===== config.mk =====
export PLATFORM = sky130hd
export DESIGN_NAME = alu_issue_arbiter_flat
export DESIGN_NICKNAME = d
export VERILOG_FILES = /design/src/rtl/alu_issue_arbiter_if.sv /design/src/rtl/alu_issue_arbiter.sv /design/src/flat_wrapper.sv
export SDC_FILE = /design/constraint.sdc
export NUM_CORES = 1
export LEC_CHECK = 0
export CORE_AREA = 5 5 93 129
export CTS_CLUSTER_DIAMETER = 120
export DETAILED_ROUTE_END_ITERATION = 16
export DIE_AREA = 0 0 98 134
export GPL_ROUTABILITY_DRIVEN = 0
export PLACE_DENSITY_LB_ADDON = 0.3
export SLEW_MARGIN = 20
export SYNTH_ARGS = -nofsm -noshare
export SYNTH_HDL_FRONTEND = slang
export SYNTH_SLANG_ARGS = --single-unit

===== constraint.sdc =====
create_clock -name clk_i -period 4.9 [get_ports clk_i]
set_clock_uncertainty 0.05 [all_clocks]
set_input_delay 0.98 -clock clk_i [delete_from_list [all_inputs] [get_ports clk_i]]
set_output_delay 0.98 -clock clk_i [all_outputs]
set_load 0.01 [all_outputs]

===== src/rtl/alu_issue_arbiter_if.sv =====
// Bundle of request, ALU and response signals for alu_issue_arbiter.
// The arbiter connects through the slave modport and its environment through the master modport.
interface alu_issue_arbiter_if #(
  parameter int unsigned NUM_REQ = 4,
  parameter int unsigned ID_W    = 2,
  parameter int unsigned DATA_W  = 16
);
  logic [NUM_REQ-1:0]        req_valid;
  logic [NUM_REQ-1:0]        req_ready;
  logic [NUM_REQ*4-1:0]      req_func;
  logic [NUM_REQ*DATA_W-1:0] req_a;
  logic [NUM_REQ*DATA_W-1:0] req_b;

  logic                      alu_en;
  logic [3:0]                alu_func;
  logic [DATA_W-1:0]         alu_a;
  logic [DATA_W-1:0]         alu_b;
  logic [DATA_W-1:0]         alu_out;
  logic                      alu_cmp_lt;
  logic                      alu_cmp_eq;

  logic                      resp_valid;
  logic                      resp_ready;
  logic [ID_W-1:0]           resp_id;
  logic [DATA_W-1:0]         resp_out;
  logic                      resp_lt;
  logic                      resp_eq;
  logic                      resp_err;
  logic                      busy;

  modport slave (
    input  req_valid, req_func, req_a, req_b,
    input  alu_out, alu_cmp_lt, alu_cmp_eq,
    input  resp_ready,
    output req_ready,
    output alu_en, alu_func, alu_a, alu_b,
    output resp_valid, resp_id, resp_out, resp_lt, resp_eq, resp_err,
    output busy
  );

  modport master (
    output req_valid, req_func, req_a, req_b,
    output alu_out, alu_cmp_lt, alu_cmp_eq,
    output resp_ready,
    input  req_ready,
    input  alu_en, alu_func, alu_a, alu_b,
    input  resp_valid, resp_id, resp_out, resp_lt, resp_eq, resp_err,
    input  busy
  );
endinterface


===== src/rtl/alu_issue_arbiter.sv =====
// Round-robin issue of requester ops onto one shared scalar ALU. Each result is returned on a tagged response channel.
// Divide-by-zero and illegal function codes are answered locally without touching the ALU.
module alu_issue_arbiter #(
  parameter int unsigned NUM_REQ = 4,
  parameter int unsigned ID_W    = 2,
  parameter int unsigned DATA_W  = 16
) (
  input  logic               clk_i,
  input  logic               reset_i,
  alu_issue_arbiter_if.slave bus_if
);
  localparam int unsigned     FUNC_W = 4;
  localparam logic [FUNC_W-1:0] F_DIV = 4'd3;
  localparam logic [FUNC_W-1:0] F_CMP = 4'd8;

  typedef enum logic [1:0] {S_IDLE, S_ISSUE, S_CAPTURE, S_RESP} state_e;

  state_e              state_q;
  logic [ID_W-1:0]     ptr_q;
  logic                busy_q;
  logic                alu_en_q;
  logic [FUNC_W-1:0]   alu_func_q;
  logic [DATA_W-1:0]   alu_a_q;
  logic [DATA_W-1:0]   alu_b_q;
  logic                resp_valid_q;
  logic [ID_W-1:0]     resp_id_q;
  logic [DATA_W-1:0]   resp_out_q;
  logic                resp_lt_q;
  logic                resp_eq_q;
  logic                resp_err_q;

  logic [NUM_REQ-1:0]  rot_c;
  logic [NUM_REQ-1:0]  scan_c;
  logic                win_vld_c;
  logic [ID_W-1:0]     win_id_c;
  logic [FUNC_W-1:0]   sel_func_c;
  logic [DATA_W-1:0]   sel_a_c;
  logic [DATA_W-1:0]   sel_b_c;
  logic                legal_c;
  logic                div0_c;
  logic                trap_c;

  // Rotate the valid vector so that the pointer is at bit 0, then take the first set bit.
  always_comb begin
    rot_c     = NUM_REQ'({bus_if.req_valid, bus_if.req_valid} >> ptr_q);
    scan_c    = '0;
    win_vld_c = 1'b0;
    win_id_c  = '0;
    for (int unsigned k = 0; k < NUM_REQ; k++) begin
      scan_c = rot_c >> k;
      if (!win_vld_c && scan_c[0]) begin
        win_vld_c = 1'b1;
        win_id_c  = ID_W'((32'(ptr_q) + k) % NUM_REQ);
      end
    end
  end

  always_comb begin
    sel_func_c = '0;
    sel_a_c    = '0;
    sel_b_c    = '0;
    for (int unsigned j = 0; j < NUM_REQ; j++) begin
      if (ID_W'(j) == win_id_c) begin
        sel_func_c = FUNC_W'(bus_if.req_func >> (FUNC_W * j));
        sel_a_c    = DATA_W'(bus_if.req_a >> (DATA_W * j));
        sel_b_c    = DATA_W'(bus_if.req_b >> (DATA_W * j));
      end
    end
  end

  always_comb begin
    legal_c = 1'b0;
    case (sel_func_c)
      4'd0, 4'd1, 4'd2, 4'd3, 4'd4, 4'd5, 4'd6, 4'd8, 4'd15: legal_c = 1'b1;
      default:                                               legal_c = 1'b0;
    endcase
    div0_c = (sel_func_c == F_DIV) && (sel_b_c == '0);
    trap_c = !legal_c || div0_c;
  end

  assign bus_if.req_ready = (state_q == S_IDLE && win_vld_c) ? (NUM_REQ'(1) << win_id_c) : '0;

  always_ff @(posedge clk_i or posedge reset_i) begin
    if (reset_i) begin
      state_q      <= S_IDLE;
      ptr_q        <= '0;
      busy_q       <= 1'b0;
      alu_en_q     <= 1'b0;
      alu_func_q   <= '0;
      alu_a_q      <= '0;
      alu_b_q      <= '0;
      resp_valid_q <= 1'b0;
      resp_id_q    <= '0;
      resp_out_q   <= '0;
      resp_lt_q    <= 1'b0;
      resp_eq_q    <= 1'b0;
      resp_err_q   <= 1'b0;
    end else begin
      case (state_q)
        S_IDLE: begin
          if (win_vld_c) begin
            ptr_q     <= (win_id_c == ID_W'(NUM_REQ - 1)) ? '0 : win_id_c + 1'b1;
            resp_id_q <= win_id_c;
            busy_q    <= 1'b1;
            if (trap_c) begin
              // Answer straight away; the ALU never sees a trapped op.
              resp_valid_q <= 1'b1;
              resp_out_q   <= div0_c ? '1 : '0;
              resp_err_q   <= 1'b1;
              resp_lt_q    <= 1'b0;
              resp_eq_q    <= 1'b0;
              state_q      <= S_RESP;
            end else begin
              alu_en_q   <= 1'b1;
              alu_func_q <= sel_func_c;
              alu_a_q    <= sel_a_c;
              alu_b_q    <= sel_b_c;
              state_q    <= S_ISSUE;
            end
          end
        end
        S_ISSUE: begin
          alu_en_q <= 1'b0;
          state_q  <= S_CAPTURE;
        end
        S_CAPTURE: begin
          // The ALU output is registered, so the result is ready one cycle after the enable.
          resp_out_q   <= bus_if.alu_out;
          resp_lt_q    <= (alu_func_q == F_CMP) && bus_if.alu_cmp_lt;
          resp_eq_q    <= (alu_func_q == F_CMP) && bus_if.alu_cmp_eq;
          resp_err_q   <= 1'b0;
          resp_valid_q <= 1'b1;
          state_q      <= S_RESP;
        end
        S_RESP: begin
          if (bus_if.resp_ready) begin
            resp_valid_q <= 1'b0;
            busy_q       <= 1'b0;
            state_q      <= S_IDLE;
          end
        end
        default: state_q <= S_IDLE;
      endcase
    end
  end

  assign bus_if.alu_en     = alu_en_q;
  assign bus_if.alu_func   = alu_func_q;
  assign bus_if.alu_a      = alu_a_q;
  assign bus_if.alu_b      = alu_b_q;
  assign bus_if.resp_valid = resp_valid_q;
  assign bus_if.resp_id    = resp_id_q;
  assign bus_if.resp_out   = resp_out_q;
  assign bus_if.resp_lt    = resp_lt_q;
  assign bus_if.resp_eq    = resp_eq_q;
  assign bus_if.resp_err   = resp_err_q;
  assign bus_if.busy       = busy_q;
endmodule


===== src/flat_wrapper.sv =====
// flat-port wrapper written by rule: the top's interface ports become plain ports
module alu_issue_arbiter_flat 
#(
  parameter int unsigned NUM_REQ = 4,
  parameter int unsigned ID_W    = 2,
  parameter int unsigned DATA_W  = 16
)
  (clk_i, reset_i, bus_if_req_valid, bus_if_req_func, bus_if_req_a, bus_if_req_b, bus_if_alu_out, bus_if_alu_cmp_lt, bus_if_alu_cmp_eq, bus_if_resp_ready, bus_if_req_ready, bus_if_alu_en, bus_if_alu_func, bus_if_alu_a, bus_if_alu_b, bus_if_resp_valid, bus_if_resp_id, bus_if_resp_out, bus_if_resp_lt, bus_if_resp_eq, bus_if_resp_err, bus_if_busy);
  alu_issue_arbiter_if #(.NUM_REQ(NUM_REQ), .ID_W(ID_W), .DATA_W(DATA_W)) bus_if_i ();
  input  logic clk_i;
  input  logic reset_i;
  input wire logic [$bits(bus_if_i.req_valid)-1:0] bus_if_req_valid;
  input wire logic [$bits(bus_if_i.req_func)-1:0] bus_if_req_func;
  input wire logic [$bits(bus_if_i.req_a)-1:0] bus_if_req_a;
  input wire logic [$bits(bus_if_i.req_b)-1:0] bus_if_req_b;
  input wire logic [$bits(bus_if_i.alu_out)-1:0] bus_if_alu_out;
  input wire logic [$bits(bus_if_i.alu_cmp_lt)-1:0] bus_if_alu_cmp_lt;
  input wire logic [$bits(bus_if_i.alu_cmp_eq)-1:0] bus_if_alu_cmp_eq;
  input wire logic [$bits(bus_if_i.resp_ready)-1:0] bus_if_resp_ready;
  output wire logic [$bits(bus_if_i.req_ready)-1:0] bus_if_req_ready;
  output wire logic [$bits(bus_if_i.alu_en)-1:0] bus_if_alu_en;
  output wire logic [$bits(bus_if_i.alu_func)-1:0] bus_if_alu_func;
  output wire logic [$bits(bus_if_i.alu_a)-1:0] bus_if_alu_a;
  output wire logic [$bits(bus_if_i.alu_b)-1:0] bus_if_alu_b;
  output wire logic [$bits(bus_if_i.resp_valid)-1:0] bus_if_resp_valid;
  output wire logic [$bits(bus_if_i.resp_id)-1:0] bus_if_resp_id;
  output wire logic [$bits(bus_if_i.resp_out)-1:0] bus_if_resp_out;
  output wire logic [$bits(bus_if_i.resp_lt)-1:0] bus_if_resp_lt;
  output wire logic [$bits(bus_if_i.resp_eq)-1:0] bus_if_resp_eq;
  output wire logic [$bits(bus_if_i.resp_err)-1:0] bus_if_resp_err;
  output wire logic [$bits(bus_if_i.busy)-1:0] bus_if_busy;
  assign bus_if_i.req_valid = bus_if_req_valid;
  assign bus_if_i.req_func = bus_if_req_func;
  assign bus_if_i.req_a = bus_if_req_a;
  assign bus_if_i.req_b = bus_if_req_b;
  assign bus_if_i.alu_out = bus_if_alu_out;
  assign bus_if_i.alu_cmp_lt = bus_if_alu_cmp_lt;
  assign bus_if_i.alu_cmp_eq = bus_if_alu_cmp_eq;
  assign bus_if_i.resp_ready = bus_if_resp_ready;
  assign bus_if_req_ready = bus_if_i.req_ready;
  assign bus_if_alu_en = bus_if_i.alu_en;
  assign bus_if_alu_func = bus_if_i.alu_func;
  assign bus_if_alu_a = bus_if_i.alu_a;
  assign bus_if_alu_b = bus_if_i.alu_b;
  assign bus_if_resp_valid = bus_if_i.resp_valid;
  assign bus_if_resp_id = bus_if_i.resp_id;
  assign bus_if_resp_out = bus_if_i.resp_out;
  assign bus_if_resp_lt = bus_if_i.resp_lt;
  assign bus_if_resp_eq = bus_if_i.resp_eq;
  assign bus_if_resp_err = bus_if_i.resp_err;
  assign bus_if_busy = bus_if_i.busy;
  alu_issue_arbiter #(.NUM_REQ(NUM_REQ), .ID_W(ID_W), .DATA_W(DATA_W)) u_core (.clk_i(clk_i), .reset_i(reset_i), .bus_if(bus_if_i));
endmodule

==> results of run 1 <==
==> metrics by stage <==
step / hold WS (ps) / worst slack [ps] / total power (uW) / TNS [ps]
after floorplan: 458 / 945 / 2500 / 0
after global placement: 418 / -38.1 / 3400 / -732
after detailed placement: 428 / -141 / 3480 / -5530
after CTS: 441 / 177 / 4210 / 0
after global routing: 453 / 9.61 / 4470 / 0
final: 434 / 197 / 4180 / 0
==> routing by layer <==
metal / up-vias / global-route usage [%]
li1: 2112 / -
met1: 2132 / 24.8
met2: 202 / 40.7
met3: 27 / 7.44
met4: 0 / 7.85
met5: - / 0
==> cell usage in the layout, fill, tap and decap left out, types with 4 or more instances in the layout <==
master	count
a21oi_1	34
nand2_1	60
and2_1	18
clkdlybuf4s50_1	232
clkbuf_16	9
buf_4	15
o211ai_1	5
o32a_1	17
o221ai_1	4
dfrtp_1	64
mux2_2	5
mux2_1	27
and3_1	4
a22oi_1	17
o22ai_1	19
ha_1	7
o211a_1	7
o21ai_0	25
nor2_1	31
nor2b_1	4
nor4_1	6
inv_1	15
and3b_1	4
==> cell families (layout without fill, tap and decap cells) <==
kind of cell | after synthesis | count (layout) | synth area share (%)
flip-flops | 64 | 64 | 38.4
AND/OR/NAND/NOR | 149 | 149 | 17.9
multiplexers | 35 | 35 | 9.37
AO/OA/AOI/OAI | 149 | 149 | 25.0
adder cells (fa/ha/maj) | 8 | 8 | 2.40
buffers and inverters | 54 | 279 | 6.91
==> final timing paths <==
kind	endpoint
min in group asynchronous	u_core.bus_if.alu_a[1]
hold / removal	u_core.bus_if.resp_id[1]
max in group asynchronous	u_core.bus_if.resp_out[1]
setup reg to reg	u_core.bus_if.alu_a[10]
setup / recovery	bus_if_req_ready[2]
hold reg to reg	u_core.bus_if.resp_id[1]
==> synthesized netlist by cell type, types with 4 or more instances <==
cell	n	area (sq um)
dfrtp_1	64	1600
nand2_1	60	225
a21oi_1	35	175
nor2_1	32	120
mux2_1	27	304
o21ai_0	25	125
o22ai_1	20	125
and2_1	18	113
a22oi_1	17	128
clkbuf_1	17	63.8
o32a_1	17	170
inv_1	16	60.1
buf_2	8	40.0
ha_1	8	100
o211a_1	7	70.1
nor4_1	6	37.5
mux2_2	5	56.3
o211ai_1	5	37.5
and3_1	4	25.0
and3b_1	4	35.0
buf_6	4	45.0
nor2b_1	4	25.0
o221ai_1	4	35.0
==> state kept, by name, indices dropped and copies added (netlist names) <==
signal / cells
u_core.bus_if.alu_a: 16
u_core.bus_if.alu_b: 16
u_core.bus_if.alu_en: 1
u_core.bus_if.alu_func: 4
u_core.bus_if.busy: 1
u_core.bus_if.resp_eq: 1
u_core.bus_if.resp_err: 1
u_core.bus_if.resp_id: 2
u_core.bus_if.resp_lt: 1
u_core.bus_if.resp_out: 16
u_core.bus_if.resp_valid: 1
u_core.ptr_q: 2
u_core.state_q: 2
==> worst max-delay path, delay by kind of cell <==
family                     cells  cell delay, ps
AOI/OAI and AO/OA              3             310
adders and majority gates      1             330
buffers and inverters          5            1700
and+or+nand+nor                2             350
==> cell type report <==
type                    instances  area [sq um]  share of cell area (%)
inverters                      17          63.8                   0.924
clock buffers                   9           225                    3.26
clock inverters                 6           109                    1.58
repair buffers                247          2430                    35.3
flip-flops and latches         64          1600                    23.2
multi-input cells             341          2290                    33.2
well taps                     141           176                    2.56
==> power by group through the flow <==
stage / registers (uW) / clock network [uW] / logic [uW]
2_1_floorplan: 1050 / 0 / 1450
3_3_place_gp: 973 / 0 / 2420
3_5_place_dp: 974 / 0 / 2500
4_1_cts: 971 / 730 / 2510
5_1_grt: 1000 / 756 / 2710
6_report: 973 / 719 / 2490
==> results.ini, run 1 <==
[outcome]
outcome=complete, no violations

[clocking]
path_clk_slew_ps=60
cts_buffers=9
h-tree-depth=3
post_cts_buffers=0
insertion_delay_ps=320
cts_max_path_buffers=2
cts-resized-gates=0
cts-root-buf=clkbuf_16
cts.sinks=64
cts_tree=built
ctsHoldBuffers=0

[global_routing]
overflow=0
antenna_found_initial=0
grt_pass1_wl_um=24100
grt_max_degree=39
grt_pass1_vias=4717
grtUsageTotal_pct=22.6

[final_layout]
final_core_utilization_pct=64.2
fin_area_sq_um=6900
final_nets=857
drive_gt1_share_pct=7.31
area_delta_synth_final_pct=65.7
finalNonFillerCells=825
fillCellCount=897
antenna_cells=0

[timing]
drv_slew=0
max_freq_mhz=213
finalSetupViolations=0
rsz0062_at_grt=no
hold_viol_final=0
tightest_slew_ps=814
slew_headroom_pct=45.2
timing.final.crit_share_pct=96.0
finalCriticalPeriod_ps=4700

[logic_synthesis]
synthFlopType=dfrtp_1
netlist_area_sq_um=4170
syn_area_per_cell_sq_um=9.08
synth_cell_type_count=56
ys_warn_count=0
ys_seq_elements=64
syn-num-nets=636
syn_inst=459
synth_edf_count=0
ys_seq_area_share_pct=38.4
synthArstFlopShare_pct=100

[power_and_ir_drop]
p_sw_share_pct=39.1
power.leakage_uw=0.00287
pwr_density_cell_nw_per_um2=606
combPwrFrac_pct=59.5
p_switching_uw=1640
seqPwrFrac_pct=23.3
p_int_uw=2550
p_clk_share_pct=17.2
vdd_drop_max_mv=0.297

[critical_path]
critical_path.cell_chain=clkdlybuf4s50_1 -> inv_1 -> nor2_1 -> a21oi_1 -> o22ai_1 -> a21oi_2 -> inv_1 -> ha_1 -> buf_4 -> and3_1 -> clkdlybuf4s50_1
r2r_slack_ps=1090
reg2reg_depth=15
crit_fanout=37
timing.rr.start=u_core.ptr_q[0]
crit_path_start=bus_if_req_valid[0]
slowest_stage=clkdlybuf4s50_1
cp.required_ps=3870
critPathArrivalTime_ps=3670
crit_type=primary input to output pin
cpPeakStageDelay_ps=570
start_kind=primary input
critPathCaptureType=output pin

[die]
die_w_um=98
start_util_pct=38.7
die_area_sq_um=13100
die_h_um=134
io_pins=233
core_sq_um=10800
row_count=45

[routing]
avgViaCountPerCell=5.42
wl_met3_um=1280
routed_wl_um=15000
top_layer_used=met4
num_vias=4473
drcViolationCount=0
final_antenna_net_count=0
met1_length_um=5790
route.met2.wl_um=7560
wl_per_cell_um=18.2
first_pass_iters=4
first_iter_violations=169

[min_path]
hold_path_class=flop to flop
min_from=u_core.bus_if.resp_id[1]
holdPathStages=2

[job]
maxCapViolations=0

[placement]
portBuffers=232
dpl-instance-area_sq_um=6560
post-dp-hpwl_um=11800
dpl.cell_count=810

Power figures use the tool's default switching activity.
==> run 2: changes to the inputs <==
Settings changed: CORE_AREA 5 5 93 129 to 5 5 91 126, DIE_AREA 0 0 98 134 to 0 0 96 131.
==> results.ini, run 2 (synthesis gave the netlist of run 1 again) <==
[clocking]
h-tree-depth=3  ; unchanged
cts_buffers=9  ; unchanged
post_cts_buffers=0  ; unchanged
cts-root-buf=clkbuf_16
path_clk_slew_ps=50  ; about the same
cts_max_path_buffers=2  ; unchanged
cts_tree=built
insertion_delay_ps=320  ; about the same
cts-resized-gates=0  ; unchanged
ctsHoldBuffers=0  ; unchanged
cts.sinks=64  ; unchanged

[outcome]
outcome=complete, no violations

[die]
start_util_pct=40.7  ; +1.9 points
die_area_sq_um=12600  ; -4.2%
die_h_um=131  ; -2.2%
die_w_um=96  ; -2.0%
row_count=44  ; -2.2%
io_pins=233  ; unchanged
core_sq_um=10200  ; -4.8%

[critical_path]
r2r_slack_ps=1030  ; -60 ps
start_kind=primary input
critPathArrivalTime_ps=3650  ; -20 ps
reg2reg_depth=13  ; -2
crit_type=primary input to output pin
crit_fanout=34  ; -8.1%
critPathCaptureType=output pin
cp.required_ps=3870  ; about the same
timing.rr.start=u_core.ptr_q[0]
worstReg2RegEnd=u_core.bus_if.alu_a[2]

[min_path]
min_from=u_core.bus_if.resp_id[0]
hold_path_class=flop to flop
hold_path_end=u_core.bus_if.resp_id[0]
holdPathStages=2  ; unchanged

[global_routing]
overflow=0  ; unchanged
grt_pass1_wl_um=23700  ; -1.5%
grt_max_degree=37  ; -5.1%
antenna_found_initial=0  ; unchanged
grtUsageTotal_pct=24.5  ; +1.8 points
grt_pass1_vias=4722  ; +0.11%

[final_layout]
antenna_cells=0  ; unchanged
fillCellCount=854  ; -4.8%
mostFrequentLayoutCell=clkdlybuf4s50_1
drive_gt1_share_pct=7.17  ; -0.14 points
multi_input_area_sq_um=2300  ; +0.22%
final_nets=855  ; -0.23%
final_cell_mix=232 x clkdlybuf4s50_1, 64 x dfrtp_1, 60 x nand2_1, 35 x a21oi_1, 31 x nor2_1
area_delta_synth_final_pct=65.6  ; about the same
finalNonFillerCells=821  ; -0.48%
regArea_sq_um=1600  ; unchanged

[power_and_ir_drop]
vdd_drop_max_mv=0.336  ; +13%
power.leakage_uw=0.00285  ; -0.59%
pwr_density_cell_nw_per_um2=604  ; -0.27%

[timing]
timing.final.crit_share_pct=95.4  ; -0.52 points
rsz0062_at_grt=no
slew_headroom_pct=41.4  ; -3.9 points
whs_ps=430  ; -3.40 ps
tightest_slew_ps=872  ; +57.7 ps
hold_viol_final=0  ; unchanged
finalSetupViolations=0  ; unchanged
max_freq_mhz=214  ; +0.55%
finalCriticalPeriod_ps=4680  ; -25.7 ps
drv_slew=0  ; unchanged

[routing]
avgViaCountPerCell=5.42  ; about the same
routed_wl_um=15500  ; +3.0%
top_layer_used=met4
met1_length_um=5700  ; -1.6%
route.met2.wl_um=7930  ; +4.8%
final_antenna_net_count=0  ; unchanged
wl_per_cell_um=18.9  ; +3.5%
wl_met3_um=1310  ; +2.5%
first_iter_violations=240  ; +42%
num_vias=4449  ; -0.54%
first_pass_iters=4  ; unchanged
drcViolationCount=0  ; unchanged

[placement]
dpl.cell_count=805  ; -0.62%
post-dp-hpwl_um=12200  ; +3.7%
portBuffers=232  ; unchanged

[job]
maxCapViolations=0  ; unchanged

[run 2: cell count changes in the layout (fill, tap and decap cells not counted), moves of 2 or more]
cell       previous run  this run
buf_12                0         2
clkbuf_8              0         3
bufinv_16             3         1
buf_4                15        11
[run 2: worst max-delay path by stage]
stage                        startpoint                         end  slack (ps)
global route        bus_if_req_valid[0]      u_core.bus_if.alu_a[2]          10
global placement    bus_if_req_valid[1]  u_core.bus_if.resp_out[13]         130
detailed placement  bus_if_req_valid[0]  u_core.bus_if.resp_out[12]        -100
finish              bus_if_req_valid[0]         bus_if_req_ready[2]         220
CTS                 bus_if_req_valid[0]         bus_if_req_ready[1]         200
floorplan           bus_if_req_valid[0]   u_core.bus_if.alu_func[0]         950
[run 2: routing by layer]
layer | vias up | global-route usage (%)
met3 | 38 | 7.33
met5 | - | 0
met4 | 0 | 11.0
met1 | 2098 | 26.2
met2 | 198 | 43.6
li1 | 2115 | -
[run 2: worst max-delay path, cell delays in order]
cell	delay, ps
clkdlybuf4s50_1	520
inv_1	70
nor2_1	130
a21oi_1	60
o22ai_1	120
a21oi_1	130
inv_1	130
ha_2	330
buf_4	380
and3_1	240
clkdlybuf4s50_1	550
[run 2: power by group]
group	total, uW	internal, uW	switching [uW]
sequential	977	802	175
combinational	2530	1270	1260
clock	660	435	225
[run 2: per-stage QoR]
stage | worst slack (ps) | total power (uW) | setup TNS, ps | utilization (%) | instance area (sq um)
after floorplan | 945 | 2500 | 0 | - | 4170
after global placement | 133 | 3420 | 0 | 64.1 | 6570
after detailed placement | -96.7 | 3500 | -1410 | 64.1 | 6570
after CTS | 198 | 4180 | 0 | 67.2 | 6880
after global routing | 11.8 | 4460 | 0 | 67.4 | 6900
final | 223 | 4170 | 0 | 67.4 | 6900
[run 2: area by class of cell]
| cell class | instances | area share [%] |
|---|---|---|
| Sequential cell | 64 | 23.2 |
| Multi-Input combinational cell | 341 | 33.3 |
| Tap cell | 138 | 2.50 |
| Clock buffer | 12 | 3.86 |
| Timing Repair Buffer | 245 | 35.4 |
| Clock inverter | 4 | 0.744 |
| Inverter | 17 | 0.925 |
==> run 3: changes to the inputs <==
Settings changed: CORE_AREA 5 5 91 126 to 5 5 106 108, DIE_AREA 0 0 96 131 to 0 0 111 113, SLEW_MARGIN 20 to 30.
==> results.ini, run 3 (synthesis gave the netlist of run 1 again) <==
[outcome]
outcome=complete, no violations

[clocking]
post_cts_buffers=0  ; unchanged
cts-root-buf=clkbuf_8
cts-resized-gates=0  ; unchanged
insertion_delay_ps=340  ; +20 ps
cts_tree=built
cts.sinks=64  ; unchanged
cts_buffers=9  ; unchanged
ctsHoldBuffers=0  ; unchanged
path_clk_slew_ps=60  ; about the same
h-tree-depth=3  ; unchanged
cts_max_path_buffers=2  ; unchanged

[routing]
first_iter_violations=221  ; -7.9%
routed_wl_um=14900  ; -3.7%
avgViaCountPerCell=5.47  ; +0.89%
num_vias=4472  ; +0.52%
wl_per_cell_um=18.2  ; -3.3%
final_antenna_net_count=0  ; unchanged
drcViolationCount=0  ; unchanged
first_pass_iters=4  ; unchanged

[power_and_ir_drop]
p_total_uw=3910  ; -6.2%
vdd_drop_max_mv=0.250  ; -25%
pwr_density_cell_nw_per_um2=579  ; -4.1%
power.leakage_uw=0.00279  ; -2.3%

[timing]
finalSetupViolations=0  ; unchanged
setup_slack_ps=234  ; +10.7 ps
finalCriticalPeriod_ps=4670  ; -10.7 ps
rsz0062_at_grt=no
max_freq_mhz=214  ; +0.23%
tightest_slew_ps=737  ; -135 ps
timing.final.crit_share_pct=95.2  ; -0.22 points
slew_headroom_pct=50.7  ; +9.3 points
hold_viol_final=0  ; unchanged
whs_ps=445  ; +14.4 ps
drv_slew=0  ; unchanged

[critical_path]
critPathCaptureType=output pin
start_kind=primary input
crit_fanout=17  ; -50%
cp.required_ps=3870  ; about the same
crit_type=primary input to output pin
critPathArrivalTime_ps=3640  ; about the same

[die]
die_w_um=111  ; +16%
core_sq_um=10100  ; -0.99%
io_pins=233  ; unchanged
start_util_pct=41.1  ; +0.41 points
die_h_um=113  ; -14%
row_count=37  ; -16%
die_area_sq_um=12500  ; -0.26%

[placement]
portBuffers=232  ; unchanged
post-dp-hpwl_um=11600  ; -4.8%
dpl_worst_slack_ps=-28.1  ; +68.6 ps

[min_path]
hold_path_class=flop to flop

[global_routing]
grt_max_degree=42  ; +14%
grt_pass1_vias=4706  ; -0.34%
overflow=0  ; unchanged
grt_pass1_wl_um=23500  ; -0.90%
grtUsageTotal_pct=23.2  ; -1.3 points
antenna_found_initial=0  ; unchanged

[final_layout]
final_core_utilization_pct=66.6  ; -0.81 points
final_nets=855  ; unchanged
fillCellCount=829  ; -2.9%
drive_gt1_share_pct=7.18  ; +0.011 points
antenna_cells=0  ; unchanged
final_cell_mix=232 x clkdlybuf4s50_1, 64 x dfrtp_1, 60 x nand2_1, 35 x a21oi_1, 31 x nor2_1
mostFrequentLayoutCell=clkdlybuf4s50_1
area_delta_synth_final_pct=62.0

[job]
maxCapViolations=0  ; unchanged

## run 3: per-layer routing
metal | share of wire [%] | routed length [um] | track usage, %
met3 | 8.7 | 1300 | 8.40
met4 | 2.9 | 435 | 8.70
met2 | 50 | 7440 | 40.2
met5 | 0 | 0 | 0
met1 | 39 | 5750 | 26.3
## run 3: power breakdown
part / switching, uW / internal, uW
clock: 207 / 230
combinational: 1240 / 1260
sequential: 166 / 800
## run 3: cell type report
cell class	instances	area, sq um	area share, %
tap	136	170	2.52
clock buffer	9	124	1.84
multi-input combinational	341	2290	34.0
clock inverter	6	61.3	0.909
sequential	64	1600	23.7
timing repair buffer	245	2430	36.0
inverter	17	65.1	0.964
## run 3: path summary, 6_finish.rpt
| path | cells after the start | startpoint | slack [ps] | endpoint |
|---|---|---|---|---|
| setup / recovery | 9 | bus_if_req_valid[1] | 230 | bus_if_req_ready[1] |
| hold / removal | 1 | u_core.bus_if.alu_a[7] | 440 | u_core.bus_if.alu_a[7] |
| setup reg to reg | 15 | u_core.ptr_q[1] | 1160 | u_core.bus_if.alu_a[15] |
| hold reg to reg | 1 | u_core.bus_if.alu_a[7] | 440 | u_core.bus_if.alu_a[7] |
| max in group asynchronous | 3 | reset_i | 3000 | u_core.bus_if.resp_out[5] |
| min in group asynchronous | 2 | reset_i | 1030 | u_core.bus_if.alu_a[0] |
## run 3: per-stage QoR
step                      TNS [ps]  std cells  area [sq um]
after floorplan                  0        459          4170
final                            0        818          6750
after global routing             0        818          6750
after detailed placement     -56.9        803          6560
after CTS                        0        818          6740
after global placement           0        803          6550
## run 3: worst max-delay path, cell delays in order
cell and delay (ps):
clkdlybuf4s50_1 550, inv_1 80, a21oi_1 130, o22ai_1 90
a21oi_1 290, ha_2 450, buf_4 300, and3_1 190
clkdlybuf4s50_1 580
